$ cat config.mk
export PLATFORM = sky130hd
export DESIGN_NAME = prewish_pattern_sequencer
export DESIGN_NICKNAME = d
export VERILOG_FILES = /design/src/rtl/prewish_pattern_sequencer.sv
export SDC_FILE = /design/constraint.sdc
export NUM_CORES = 1
export LEC_CHECK = 0
export CORE_ASPECT_RATIO = 0.7
export CORE_MARGIN = 1
export CORE_UTILIZATION = 55
export DETAILED_ROUTE_END_ITERATION = 8
export GPL_ROUTABILITY_DRIVEN = 1
export PLACE_DENSITY = 0.72
export SLEW_MARGIN = 10
export SYNTH_ARGS = -nofsm -noshare
export SYNTH_HDL_FRONTEND = slang
export SYNTH_SLANG_ARGS = --single-unit
$ cat constraint.sdc
create_clock -name CLK_I -period 2.1 [get_ports CLK_I]
set_input_delay 0.42 -clock CLK_I [delete_from_list [all_inputs] [get_ports CLK_I]]
set_output_delay 0.42 -clock CLK_I [all_outputs]
set_load 0.01 [all_outputs]
$ cat src/rtl/prewish_pattern_sequencer.sv
// prewish_pattern_sequencer
// Produces blink masks for the prewish mentor/blinky chain. In auto mode the
// next entry of a writable pattern table is issued on every period tick; in
// manual mode the DIP-switch value is issued on a debounced load-button press.
// Every issued mask appears on DAT_O with an STB_O pulse STB_CYCLES long,
// followed by at least one idle cycle before the next strobe.
//
// Ports:
//   CLK_I       system clock (only clock)
//   RST_I       synchronous active-high reset
//   i_mode      00 hold, 01 auto, 10 manual, 11 auto+manual
//   i_tbl_we    pattern table write enable
//   i_tbl_addr  pattern table write address
//   i_tbl_data  pattern table write data
//   i_dip       DIP switch value, captured when a manual mask is issued
//   i_load_btn  raw asynchronous load button, active high
//   STB_O       strobe to mentor
//   DAT_O       mask to mentor, changes only when a new mask is issued
//   o_index     next table index to be issued
//   o_alive     period counter MSB (heartbeat)
module prewish_pattern_sequencer #(
    parameter int DATA_WIDTH    = 8,
    parameter int IDX_BITS      = 3,
    parameter int PERIOD_BITS   = 28,
    parameter int STB_CYCLES    = 2,
    parameter int DEBOUNCE_BITS = 16
) (
    input  logic                  CLK_I,
    input  logic                  RST_I,
    input  logic [1:0]            i_mode,
    input  logic                  i_tbl_we,
    input  logic [IDX_BITS-1:0]   i_tbl_addr,
    input  logic [DATA_WIDTH-1:0] i_tbl_data,
    input  logic [DATA_WIDTH-1:0] i_dip,
    input  logic                  i_load_btn,
    output logic                  STB_O,
    output logic [DATA_WIDTH-1:0] DAT_O,
    output logic [IDX_BITS-1:0]   o_index,
    output logic                  o_alive
);

    localparam int NUM_PATTERNS = 2 ** IDX_BITS;
    localparam int STB_CNT_BITS = (STB_CYCLES > 1) ? $clog2(STB_CYCLES) : 1;
    localparam logic [STB_CNT_BITS-1:0] STB_LAST = STB_CNT_BITS'(STB_CYCLES - 1);

    typedef enum logic [1:0] {
        IDLE   = 2'd0,
        STROBE = 2'd1,
        GAP    = 2'd2
    } state_t;

    state_t                   state_q, state_d;
    logic [PERIOD_BITS-1:0]   period_q, period_d;
    logic [1:0]               sync_q, sync_d;
    logic                     deb_q, deb_d;
    logic [DEBOUNCE_BITS-1:0] deb_cnt_q, deb_cnt_d;
    logic [STB_CNT_BITS-1:0]  stb_cnt_q, stb_cnt_d;
    logic                     stb_q, stb_d;
    logic [DATA_WIDTH-1:0]    dat_q, dat_d;
    logic [IDX_BITS-1:0]      idx_q, idx_d;
    logic                     pend_auto_q, pend_auto_d;
    logic                     pend_man_q, pend_man_d;
    logic [DATA_WIDTH-1:0]    table_q [NUM_PATTERNS];
    logic [DATA_WIDTH-1:0]    table_d [NUM_PATTERNS];

    logic tick_s;
    logic press_s;
    logic auto_ev_s;
    logic man_ev_s;

    // The debounced value flips in the cycle the counter is saturated while the
    // synchronised input still disagrees; a press is that flip towards 1.
    assign tick_s    = &period_q;
    assign press_s   = (&deb_cnt_q) & (sync_q[1] != deb_q) & sync_q[1];
    assign auto_ev_s = tick_s & i_mode[0];
    assign man_ev_s  = press_s & i_mode[1];

    assign STB_O   = stb_q;
    assign DAT_O   = dat_q;
    assign o_index = idx_q;
    assign o_alive = period_q[PERIOD_BITS-1];

    // Free-running period counter, button synchroniser/debouncer and table writes.
    always_comb begin
        period_d = period_q + PERIOD_BITS'(1);
        sync_d   = {sync_q[0], i_load_btn};
        deb_d    = deb_q;
        if (sync_q[1] == deb_q) begin
            deb_cnt_d = '0;
        end else if (&deb_cnt_q) begin
            deb_d     = sync_q[1];
            deb_cnt_d = '0;
        end else begin
            deb_cnt_d = deb_cnt_q + DEBOUNCE_BITS'(1);
        end
        table_d = table_q;
        if (i_tbl_we) begin
            table_d[i_tbl_addr] = i_tbl_data;
        end else begin
            table_d = table_q;
        end
    end

    // Issue FSM: picks the source, drives the strobe and tracks pending events.
    always_comb begin
        state_d     = state_q;
        stb_d       = stb_q;
        stb_cnt_d   = stb_cnt_q;
        dat_d       = dat_q;
        idx_d       = idx_q;
        // A cleared mode bit drops that source's waiting event at once.
        pend_auto_d = pend_auto_q & i_mode[0];
        pend_man_d  = pend_man_q & i_mode[1];
        case (state_q)
            IDLE: begin
                if (man_ev_s || pend_man_d) begin
                    dat_d       = i_dip;
                    stb_d       = 1'b1;
                    stb_cnt_d   = '0;
                    state_d     = STROBE;
                    pend_man_d  = 1'b0;
                    // A simultaneous tick loses to manual and waits its turn.
                    pend_auto_d = pend_auto_d | auto_ev_s;
                end else if (auto_ev_s || pend_auto_d) begin
                    // Reads the pre-write table, so a same-cycle write is not seen.
                    dat_d       = table_q[idx_q];
                    idx_d       = idx_q + IDX_BITS'(1);
                    stb_d       = 1'b1;
                    stb_cnt_d   = '0;
                    state_d     = STROBE;
                    pend_auto_d = 1'b0;
                end else begin
                    state_d = IDLE;
                end
            end
            STROBE: begin
                pend_auto_d = pend_auto_d | auto_ev_s;
                pend_man_d  = pend_man_d | man_ev_s;
                if (stb_cnt_q == STB_LAST) begin
                    stb_d   = 1'b0;
                    state_d = GAP;
                end else begin
                    stb_cnt_d = stb_cnt_q + STB_CNT_BITS'(1);
                end
            end
            GAP: begin
                pend_auto_d = pend_auto_d | auto_ev_s;
                pend_man_d  = pend_man_d | man_ev_s;
                stb_d       = 1'b0;
                state_d     = IDLE;
            end
            default: begin
                stb_d   = 1'b0;
                state_d = IDLE;
            end
        endcase
    end

    // State register with synchronous reset; table entries reset to MSB | index.
    always_ff @(posedge CLK_I) begin
        if (RST_I) begin
            state_q     <= IDLE;
            period_q    <= '0;
            sync_q      <= 2'b00;
            deb_q       <= 1'b0;
            deb_cnt_q   <= '0;
            stb_cnt_q   <= '0;
            stb_q       <= 1'b0;
            dat_q       <= '0;
            idx_q       <= '0;
            pend_auto_q <= 1'b0;
            pend_man_q  <= 1'b0;
            for (int k = 0; k < NUM_PATTERNS; k++) begin
                table_q[k] <= {1'b1, (DATA_WIDTH-1)'(k)};
            end
        end else begin
            state_q     <= state_d;
            period_q    <= period_d;
            sync_q      <= sync_d;
            deb_q       <= deb_d;
            deb_cnt_q   <= deb_cnt_d;
            stb_cnt_q   <= stb_cnt_d;
            stb_q       <= stb_d;
            dat_q       <= dat_d;
            idx_q       <= idx_d;
            pend_auto_q <= pend_auto_d;
            pend_man_q  <= pend_man_d;
            table_q     <= table_d;
        end
    end

endmodule

---- After elaboration in Yosys (flattened, before gate mapping) ----
Index checks and enable logic that the tools add are counted.
word-level totals
  latch bits .............................. 0
  memories ................................ 0
  RAM bits ................................ 0
  output and inout bits ................... 13
  bits in registers ....................... 128
  bits in read-only memories .............. 0
cells by class
  shifts and indexed selects .............. 0
  muxes and demuxes ....................... 25
  div/mod/pow operators ................... 0
  $add $sub $neg .......................... 4
  equal/unequal tests ..................... 6
  magnitude comparators ................... 3
  multipliers ............................. 0
  reduce and logical (&&, ||, !) cells .... 15
  bitwise operators ....................... 12
operators by type and width
  cell                   count
  $bwmux 64              1
  $mux 8                 5
  $add 28x1->28 const B  1
  $reduce_and 28->1      1
  $bmux 8 s3             1
  $demux 8 s3            1
  $reduce_and 17->1      1
  $add 16x1->16 const B  1
  $reduce_and 16->1      1
  $mux 1                 11
  $ge 4x4->1 const B     2
  $not 3->4              2
  $pmux 1 s2             4
  $and 1x1->1            6
  $reduce_and 2->1       3
  $lt 4x1->1 const B     1
  $pmux 2 s2             1
  $reduce_bool 2->1      2
  $add 3x1->3 const B    1
  $ne 3x3->1 const B     1
  $reduce_and 3->1       1
  $reduce_or 3->1        1
  $eq 2x1->1 const B     1
  $eq 2x2->1 const B     1
  11 further kinds       14

---- Logic depth before layout (Yosys ltp) ----
Gate-level depths: netlist of run 1.
  word-level depth ........................ 7
  gate-level depth with buffers ........... 8
  depth with buffers taken out ............ 6

---- Worst setup path after synthesis of run 1 ----
OpenSTA, ideal clock, no wires.
  kind .................................... register to register
  start ................................... register period_q[0]
  end ..................................... register idx_q[2], in the netlist o_index[2]
  stages on the path, launching flop included .. 7
  setup time .............................. 0.121 ns
  required time ........................... 1.979 ns
  arrival ................................. 1.724 ns
  slack ................................... 0.256 ns
  cell sequence ........................... dfxtp_1 > ha_1 > nand3_2 > nor3_4 > a32oi_2 > nor3_1 > mux2_2
on the way
  longest elaborated chain between the ends .. 4
RTL lines
  item                        RTL line  RTL
  from (decl)                 53        logic [PERIOD_BITS-1:0] period_q, period_d;
  from (signal assigned)      178       period_q <= period_d;
  $reduce_and 28->1           73        assign tick_s = &period_q;
  $and 1x1->1                 75        assign auto_ev_s = tick_s & i_mode[0];
  $logic_or 1x1->1            124       end else if (auto_ev_s || pend_auto_d) begin
  $reduce_and 3->1 (no line)  n/a
  to (signal assigned)        185       idx_q <= idx_d;
  to (decl)                   60        logic [IDX_BITS-1:0] idx_q, idx_d;
No other way between the ends.
A chain may end at the register's enable or synchronous reset.

---- Worst setup path in the final report of run 1 ----
  start ................................... register idx_q[1], in the netlist o_index[1]
  end ..................................... output o_index[1]
RTL lines
  item       RTL line  RTL
  to (decl)  38        output logic [IDX_BITS-1:0] o_index,
No word-level cell between the ends.

==> results of run 1 <==
-- sequential cells by signal, summed over array words and instances (netlist names) --
register,flops
pend_auto_q,1
o_index,3
table_q,64
DAT_O,8
sync_q,2
deb_cnt_q,16
deb_q,1
state_q,2
pend_man_q,1
STB_O,1
period_q,28
stb_cnt_q,1
-- metal layers --
metal  up-vias  GRT usage  part of all wire
li1       2279          -                 -
met1      2259     0.3583              0.47
met2       135     0.4174              0.46
met3        12    0.07941             0.065
met4         0    0.06900            0.0059
met5         -          0                 0
-- cells by family after synthesis --
kind of cell / after synthesis / synth area share
AOI/OAI and AO/OA: 72 / 0.07881
xor gates and xnor gates: 37 / 0.05623
adders and majority gates: 6 / 0.01303
buffers and inverters: 41 / 0.03452
DFF: 128 / 0.4446
muxes: 53 / 0.1329
and+or+nand+nor: 289 / 0.2399
-- area by class of cell --
class / count / area [um2] / share of cell area
tap: 128 / 160.2 / 0.02278
timing repair buffer: 66 / 633.1 / 0.09005
inverter: 7 / 26.28 / 0.003737
multi-input combinational: 457 / 3022 / 0.4298
clock buffer: 23 / 498.0 / 0.07083
clock inverter: 9 / 128.9 / 0.01833
sequential: 128 / 2562 / 0.3645
-- worst max-delay path, cell delays in order (launching register included) --
cell and delay [ps]:
sky130_fd_sc_hd__dfxtp_1 310, sky130_fd_sc_hd__buf_4 290, sky130_fd_sc_hd__clkdlybuf4s50_1 610
-- through the flow --
step	util	std cells	cell area [um2]	setup TNS, ps	hold slack [ps]
floorplan	-	626	5763	0	413.8
detailed placement	0.6418	786	6384	-64.36	444.5
global placement	0.6418	786	6384	-7.635	435.2
CTS	0.7048	818	7010	0	421.7
global route	0.7068	818	7030	0	446.5
finish	0.7068	818	7030	0	433.8
-- repair_timing --
action | in CTS | in global routing
setup endpoints to repair | 0 | 4
setup buffers | 0 | 0
gates resized for setup | 0 | 3
-- worst paths after layout --
path / start / endpoint / slack [ps] / cells after the start
setup reg to reg: o_index[0]$_SDFFE_PP0P_ / DAT_O[3]$_SDFFE_PP0P_ / 140 / 5
hold reg to reg: sync_q[0]$_SDFF_PP0_ / sync_q[1]$_SDFF_PP0_ / 450 / 1
setup / recovery: o_index[1]$_SDFFE_PP0P_ / o_index[1] / 50 / 2
hold / removal: RST_I / deb_cnt_q[8]$_SDFF_PP0_ / 430 / 4
-- power groups by stage --
stage / registers [mW] / logic, mW / clock network, mW
after floorplan: 2.53 / 0.134 / 0
after global placement: 2.54 / 0.232 / 0
after detailed placement: 2.54 / 0.238 / 0
after CTS: 2.49 / 0.241 / 3.10
after global routing: 2.49 / 0.264 / 3.23
final: 2.49 / 0.243 / 3.06
-- layout by cell type, fill, tap and decap left out, drive strengths merged, types with 15 or more instances in the layout --
cell | Yosys | final
clkdlybuf4s50 | 0 | 36
buf | 21 | 30
clkbuf | 13 | 23
nand2 | 120 | 120
nand4 | 15 | 15
a21oi | 39 | 39
xor2 | 20 | 20
nor2 | 67 | 67
xnor2 | 17 | 17
mux4 | 16 | 16
dfxtp | 128 | 128
mux2i | 27 | 27
nand3 | 35 | 35
==> flow_summary.yaml, run 1 <==
run_status:
  run_status: "complete, no violations"
synthesis:
  synth_top_area_cell: "sky130_fd_sc_hd__dfxtp_1"
  netlist_area_um2: 5763
  yosys-top-cells-count: "sky130_fd_sc_hd__dfxtp_1 (128), sky130_fd_sc_hd__nand2_1 (120), sky130_fd_sc_hd__nor2_1 (65)"
  ys.warnings.count: 0
  synth.ff_latch_count: 128
  synth-edff-count: 0
  syn_nets: 657
  synth.most_common_cell: "sky130_fd_sc_hd__dfxtp_1"
  sequential_cell_area_fraction_in_the_yosys_report: 0.4446
  post_synth_main_area_contributors: "sky130_fd_sc_hd__dfxtp_1 (44%), sky130_fd_sc_hd__nand2_1 (7.8%), sky130_fd_sc_hd__mux2i_1 (4.7%), sky130_fd_sc_hd__nor2_1 (4.2%), sky130_fd_sc_hd__mux4_2 (3.9%)"
  synth.distinct_cells: 53
  synthFlopType: "sky130_fd_sc_hd__dfxtp_1"
  netlist_instances: 626
  synth_largest_type_area_fraction: 0.4446
  async_reset_ff_frac: 0
  synth.avg_cell_area_um2: 9.206
timing:
  worst_pin_slew_ps: 583.1
  report.final.hold_viol_count: 0
  timing.slew.headroom: 0.6098
  maxSlewViolCount: 0
  setup_skew_ps: 8.943
  unrepaired_setup_endpoints_after_global_routing: "false"
  fmaxAchievable_ghz: 0.4888
  timing.final.crit_period_ps: 2046
  fin_ws_ps: 54.14
  final_min_period_over_clock_period: 0.9742
  finalSetupViolCount: 0
power_and_ir_drop:
  power.internal_mw: 4.592
  p_sw_frac: 0.2071
  p_clk_frac: 0.528
  comb_power_share: 0.042
  power.total_mw: 5.792
  peakVddDrop_uv: 611.1
  p_sw_mw: 1.200
  sequentialPowerShare: 0.430
  cellLeakagePower_nw: 2.680
  power.density_cell_area_nw_per_um2: 823.8
drt:
  routed_via_density: 5.727
  route.vias.total: 4685
  first_iter_violations: 341
  drtAntennaViolNets: 0
  drc: 0
  detail_route.first_pass.iterations: 5
  drt-wirelength-per-cell_um: 16.80
  postRouteWirelength_mm: 13.74
clocking:
  cts-hold-fix-buffers: 0
  cts_max_level: 4
  cts_sinks: 128
  worst_setup_hold_path_clk_slew_ps: 60
  root_buffer: "sky130_fd_sc_hd__clkbuf_16"
  numCtsBuffers: 17
  max-clock-path-buffers: 2
  clock_latency_ps: 410
  cts_tree: "done"
worst_setup_path:
  required_ps: 1680
  timing.setup.critical_path_class: "reg -> out"
  arrival_ps: 1630
  path_max_fanout: 19
  timing.critical_path.to_type: "primary output"
  cp-start-kind: "flip-flop"
die:
  die_boundary_width_um: 124.3
  initial_core_util: 0.5794
  die_area_um2: 10900
  boundaryPins: 38
  fp-row-count: 30
  die_h_um: 87.65
  fp.coreArea_um2: 9947
global_route:
  number_of_global_route_vias_before_repair: 4477
  largest_net_degree_at_the_start_of_global_routing: 84
  remaining_global_route_overflow: 0
  groute.usage.overall: 0.2649
  first_pass_grt_wire_length_mm: 22.54
  antenna_found_initial: 0
finish:
  final_net_count: 708
  drive_gt1_frac: 0.1478
  antenna_cells_inserted: 0
  fillerInstances: 727
  syn2layout_area_growth_pct: 21.99
place:
  dpl.hpwl_mm: 9.179
  pre_cts_ws_ps: -50.94
  io_buffer_count: 37
  place_congestion: 0.8066
flow_run:
  cap_viol_max_count: 0
worst_hold_path:
  path_class_of_the_lowest_slack_min_delay_path: "in -> reg"
Power figures use the tool's default switching activity.
==> run 2, diff against run 1 <==
--- a/config.mk
+++ b/config.mk
@@ -9,9 +9,9 @@
 export CORE_MARGIN = 1
 export CORE_UTILIZATION = 55
 export DETAILED_ROUTE_END_ITERATION = 8
+export DONT_BUFFER_PORTS = 1
 export GPL_ROUTABILITY_DRIVEN = 1
-export PLACE_DENSITY = 0.72
-export SLEW_MARGIN = 10
+export PLACE_DENSITY = 0.67
 export SYNTH_ARGS = -nofsm -noshare
 export SYNTH_HDL_FRONTEND = slang
 export SYNTH_SLANG_ARGS = --single-unit
==> flow_summary.yaml, run 2 (same netlist as run 1, synthesis figures left out) <==
run_status:
  run_status: "complete, no violations"
clocking:
  worst_setup_hold_path_clk_slew_ps: 60
  numCtsBuffers: 17
  cts-hold-fix-buffers: 0
  cts_sinks: 128
  cts_max_level: 4
  cts_setup_buffers: 0
  cts_tree: "done"
  clock_latency_ps: 420
  root_buffer: "sky130_fd_sc_hd__clkbuf_16"
  max-clock-path-buffers: 2
  cts_resized: 0
drt:
  route.vias.total: 4445
  drtAntennaViolNets: 0
  postRouteWirelength_mm: 12.95
  drc: 0
  routed_via_density: 5.728
  drt-wirelength-per-cell_um: 16.69
  first_iter_violations: 350
  detail_route.first_pass.iterations: 5
finish:
  sequential_cell_area_um2: 2562
  most-common-layout-cells: "sky130_fd_sc_hd__dfxtp_1 (128), sky130_fd_sc_hd__nand2_1 (120), sky130_fd_sc_hd__nor2_1 (65), sky130_fd_sc_hd__a21oi_1 (39), sky130_fd_sc_hd__nand3_1 (33)"
  final_net_count: 666
  multi_input_comb_area_um2: 3002
  registers.top_by_ff_count: "table_q"
  largest_register_ffs: 64
  count_of_non_filler_cells_in_the_finished_layout: 776
  final_common_cell: "sky130_fd_sc_hd__dfxtp_1"
  reg.largest.list: "table_q x64, period_q x28, deb_cnt_q x16"
  drive_gt1_frac: 0.1435
  syn2layout_area_growth_pct: 13.33
  antenna_cells_inserted: 0
  fillerInstances: 779
timing:
  setup_skew_ps: 9.562
  finalSetupViolCount: 0
  unrepaired_setup_endpoints_after_global_routing: "false"
  timing.slew.headroom: 0.5671
  final_min_period_over_clock_period: 0.9100
  maxSlewViolCount: 0
  fin_ws_ps: 189.1
  fmaxAchievable_ghz: 0.5233
  fin_tns_setup_ps: 0
  worst_pin_slew_ps: 647.0
  report.final.hold_viol_count: 0
  timing.final.crit_period_ps: 1911
worst_setup_path:
  cpMaxStageDelayCell: "sky130_fd_sc_hd__dfxtp_1"
  timing.setup.critical_path_class: "reg -> reg"
  path_max_fanout: 11
  reg2reg_slack_ps: 190
  setup.worst_path.start: "deb_cnt_q[0]$_SDFF_PP0_"
  timing.critical_path.to_type: "flip-flop"
  ff2ff_path_depth: 7
  cell_by_cell_trace_of_the_critical_path: "ha_1 -> nand3_2 -> nor3_4 -> a41oi_2 -> buf_4 -> a41oi_1 -> o21ai_1"
  arrival_ps: 2200
  required_ps: 2380
  critical_path.reg2reg.startpoint: "deb_cnt_q[0]$_SDFF_PP0_"
  crit-reg2reg-capture: "DAT_O[0]$_SDFFE_PP0P_"
  cp-start-kind: "flip-flop"
  max_stage_delay_ps: 380
worst_hold_path:
  timing.hold.worst.start: "RST_I"
  holdPathEnd: "period_q[15]$_SDFF_PP0_"
  path_class_of_the_lowest_slack_min_delay_path: "in -> reg"
  holdPathStages: 1
global_route:
  first_pass_grt_wire_length_mm: 21.30
  grt_use_met2: 0.3656
  global_route.usage.met3: 0.06964
  remaining_global_route_overflow: 0
  gr-usage-met1: 0.3562
  largest_net_degree_at_the_start_of_global_routing: 85
  antenna_found_initial: 0
  grt_most_used_layer: "met2"
  groute.usage.overall: 0.2512
  number_of_global_route_vias_before_repair: 4100
die:
  initial_core_util: 0.5794
  fp-row-count: 30
  fp.coreArea_um2: 9947
  die_boundary_width_um: 124.3
  boundaryPins: 38
  die_area_um2: 10900
  die_h_um: 87.65
place:
  dp.cells: 744
  io_buffer_count: 0
  dpl.hpwl_mm: 8.879
  place_congestion: 0.7892
  pre_cts_ws_ps: 171.6
power_and_ir_drop:
  cellLeakagePower_nw: 2.475
  power.total_mw: 5.473
  power.density_cell_area_nw_per_um2: 838.0
  peakVddDrop_uv: 600.4
flow_run:
  cap_viol_max_count: 0
## run 2: through the flow
stage	instance area (um2)	hold WS, ps	utilization
global placement	5956	433.5	0.5987
floorplan	5763	413.8	-
detailed placement	5956	426.4	0.5987
finish	6531	77.10	0.6566
CTS	6531	64.39	0.6566
global route	6531	66.05	0.6566
## run 2: worst max-delay path, delay by kind of cell, from the launching register on
family / cells / cell delay [ps]
buf+inv: 1 / 210
compound gates: 3 / 490
flops: 1 / 380
fa+ha+maj: 1 / 220
simple gates: 2 / 480
## run 2: how the worst max path moves through the flow
stage | slack, ps | end | cells past startpoint
6_report | 190 | DAT_O[0]$_SDFFE_PP0P_ | 7
3_3_place_gp | 280 | DAT_O[6]$_SDFFE_PP0P_ | 7
4_1_cts | 180 | stb_cnt_q$_SDFFE_PP0P_ | 6
5_1_grt | 10 | DAT_O[7]$_SDFFE_PP0P_ | 7
3_5_place_dp | 170 | stb_cnt_q$_SDFFE_PP0P_ | 6
2_1_floorplan | 260 | o_index[2]$_SDFFE_PP0P_ | 6
## run 2: area by class of cell
cell class,instances,area share
multi-input cells,457,0.4596
flip-flops and latches,128,0.3923
clock buffers,22,0.07107
repair buffers,24,0.03142
well taps,128,0.02452
clock inverters,10,0.01705
inverters,7,0.004023
## run 2: report_power, final
group	internal, mW	leakage, nW	switching (mW)
sequential	2.47	1.04	0.0208
clock	1.80	0.276	1.05
combinational	0.0588	1.16	0.0750
## run 2: routing by layer
layer / wire (um) / part of all wire
met4: 227 / 0.018
met3: 770 / 0.059
met5: 0 / 0
met1: 6440 / 0.50
met2: 5512 / 0.43
==> patch: new RTL, settings of run 1 <==
Change the parameter `DEBOUNCE_BITS` from 16 to 18.
--- a/src/rtl/prewish_pattern_sequencer.sv
+++ b/src/rtl/prewish_pattern_sequencer.sv
@@ -23,7 +23,7 @@
     parameter int IDX_BITS      = 3,
     parameter int PERIOD_BITS   = 28,
     parameter int STB_CYCLES    = 2,
-    parameter int DEBOUNCE_BITS = 16
+    parameter int DEBOUNCE_BITS = 18
 ) (
     input  logic                  CLK_I,
     input  logic                  RST_I,
Function: no difference found for any inputs over 10 cycles, from zero or initial values and one cycle with RST_I high; that may be too few to reach the edited logic, so the function may still have changed.
==> patch against run 1 <==
- maximum frequency increased by 0.63%
- critical path depth unchanged
- wire length is 3.5% higher
- sequential cell count up 2
- worst hold slack better by 0.018 ns
- total power shrank 3.9%
- register-to-register slack about the same
- worst setup slack better by 0.013 ns
- cell area rose by 0.41%
- area after synthesis rose by 1.0%
- synthesized cell count up 2.4%
- the run now ends with design-rule violations left
==> patch: results (changes against run 1) <==
metric,value,unit,change
place_area,6480,um^2,+1.6%
syn-num-nets,672,,+2.3%
wl,14200,um,+3.5%
yosysSeqAreaShare,44.7,%,+0.25 points
synthesis.instances,641,,+2.4%
min_from,sync_q[0]$_SDFF_PP0_,,
worstHoldPathType,reg2reg,,
r2r_start,deb_cnt_q[3]$_SDFF_PP0_,,
synth_area_leaders,"dfxtp_1 45%, nand2_1 7.9%, mux4_2 6.2%, mux2i_1 4.3%, nor2_1 4.1%",,
drt-met1-wl,6670,um,+3.3%
status,"complete, but fails checks",,
grt_max_degree,82,,-2.4%
firstDrtPassIters,7,,+2
p_leak,2.64,nW,-1.3%
place.gp.congestion,0.833,,+3.3%
die_w,125,um,+0.49%
drive_gt1_share,14.5,%,-0.28 points
drc,6,,+6
drt_iter0_markers,437,,+28%
fin_nets,728,,+2.8%
synthTopCellsByCount,"130 x dfxtp_1, 123 x nand2_1, 63 x nor2_1",,
met2_length,6560,um,+3.9%
grt_usage,27.1,%,+0.58 points
worstPathArrival,1.61,ns,-0.02 ns
yosysUniqueCellTypes,45,,-15%
failed_checks,design-rule violations,,
max_slew.worst_pin.slew,0.498,ns,-0.0853 ns
irDropWorstVdd,0.000758,V,+24%
## patch: cell count changes after synthesis, moves of 3 or more
cell	change
nand2_1	+3
and4_1	+6
xnor2_1	-5
and3_1	+5
clkbuf_1	+3
buf_1	-3
xor2_1	+6
nor3_1	-4
mux4_1	-6
o21ai_1	-8
o21ai_0	+11
mux4_2	+6
a21oi_1	+3
## patch: logic make-up after synthesis
logic type               count (synthesis)  share of synthesized area, %
AND/OR/NAND/NOR                        293                          24.0
flip-flops                             130                          44.7
AO/OA/AOI/OAI                           79                          8.45
multiplexers                            52                          12.6
buffers and inverters                   43                          3.20
XOR/XNOR                                38                          5.72
adder cells (fa/ha/maj)                  6                          1.29
## patch: repair_timing
action	in CTS	in global routing
setup buffers	0	1
hold buffers	0	0
setup endpoints to repair	0	7
## patch: final cells by class
cell class	instances	area [um^2]
multi-input cells	468	3030
well taps	132	165
flip-flops and latches	130	2600
repair buffers	71	658
clock buffers	23	488
fillers	791	3260
clock inverters	9	80.1
inverters	9	33.8
## patch: final timing paths
check	slack, ns	cells after the start	endpoint
hold reg to reg	0.45	1	sync_q[1]$_SDFF_PP0_
setup reg to reg	0.14	6	DAT_O[3]$_SDFFE_PP0P_
setup / recovery	0.07	2	o_index[1]
hold / removal	0.45	1	sync_q[1]$_SDFF_PP0_
## patch: stage by stage
stage          setup TNS (ns)  worst slack [ns]
6_report                    0            0.0669
5_1_grt                     0            0.0134
4_1_cts                     0            0.0505
3_5_place_dp            -1.45            -0.186
3_3_place_gp           -0.801           -0.0974
2_1_floorplan               0             0.187
## patch: worst max-delay path, cell delays in order, from the launching register on
cell and delay (ns):
dfxtp_1 0.31, buf_4 0.29, clkdlybuf4s50_1 0.60
## patch: report_power, final
group | switching (mW) | total (mW) | internal (mW)
sequential | 0.0212 | 2.53 | 2.51
clock | 1.05 | 2.79 | 1.74
combinational | 0.137 | 0.242 | 0.105
total | 1.21 | 5.56 | 4.35
## patch: routing by layer
metal	GRT usage (%)	vias to the layer above
li1	-	2343
met1	36.4	2356
met4	11.6	0
met2	42.9	146
met5	0	-
met3	5.68	23
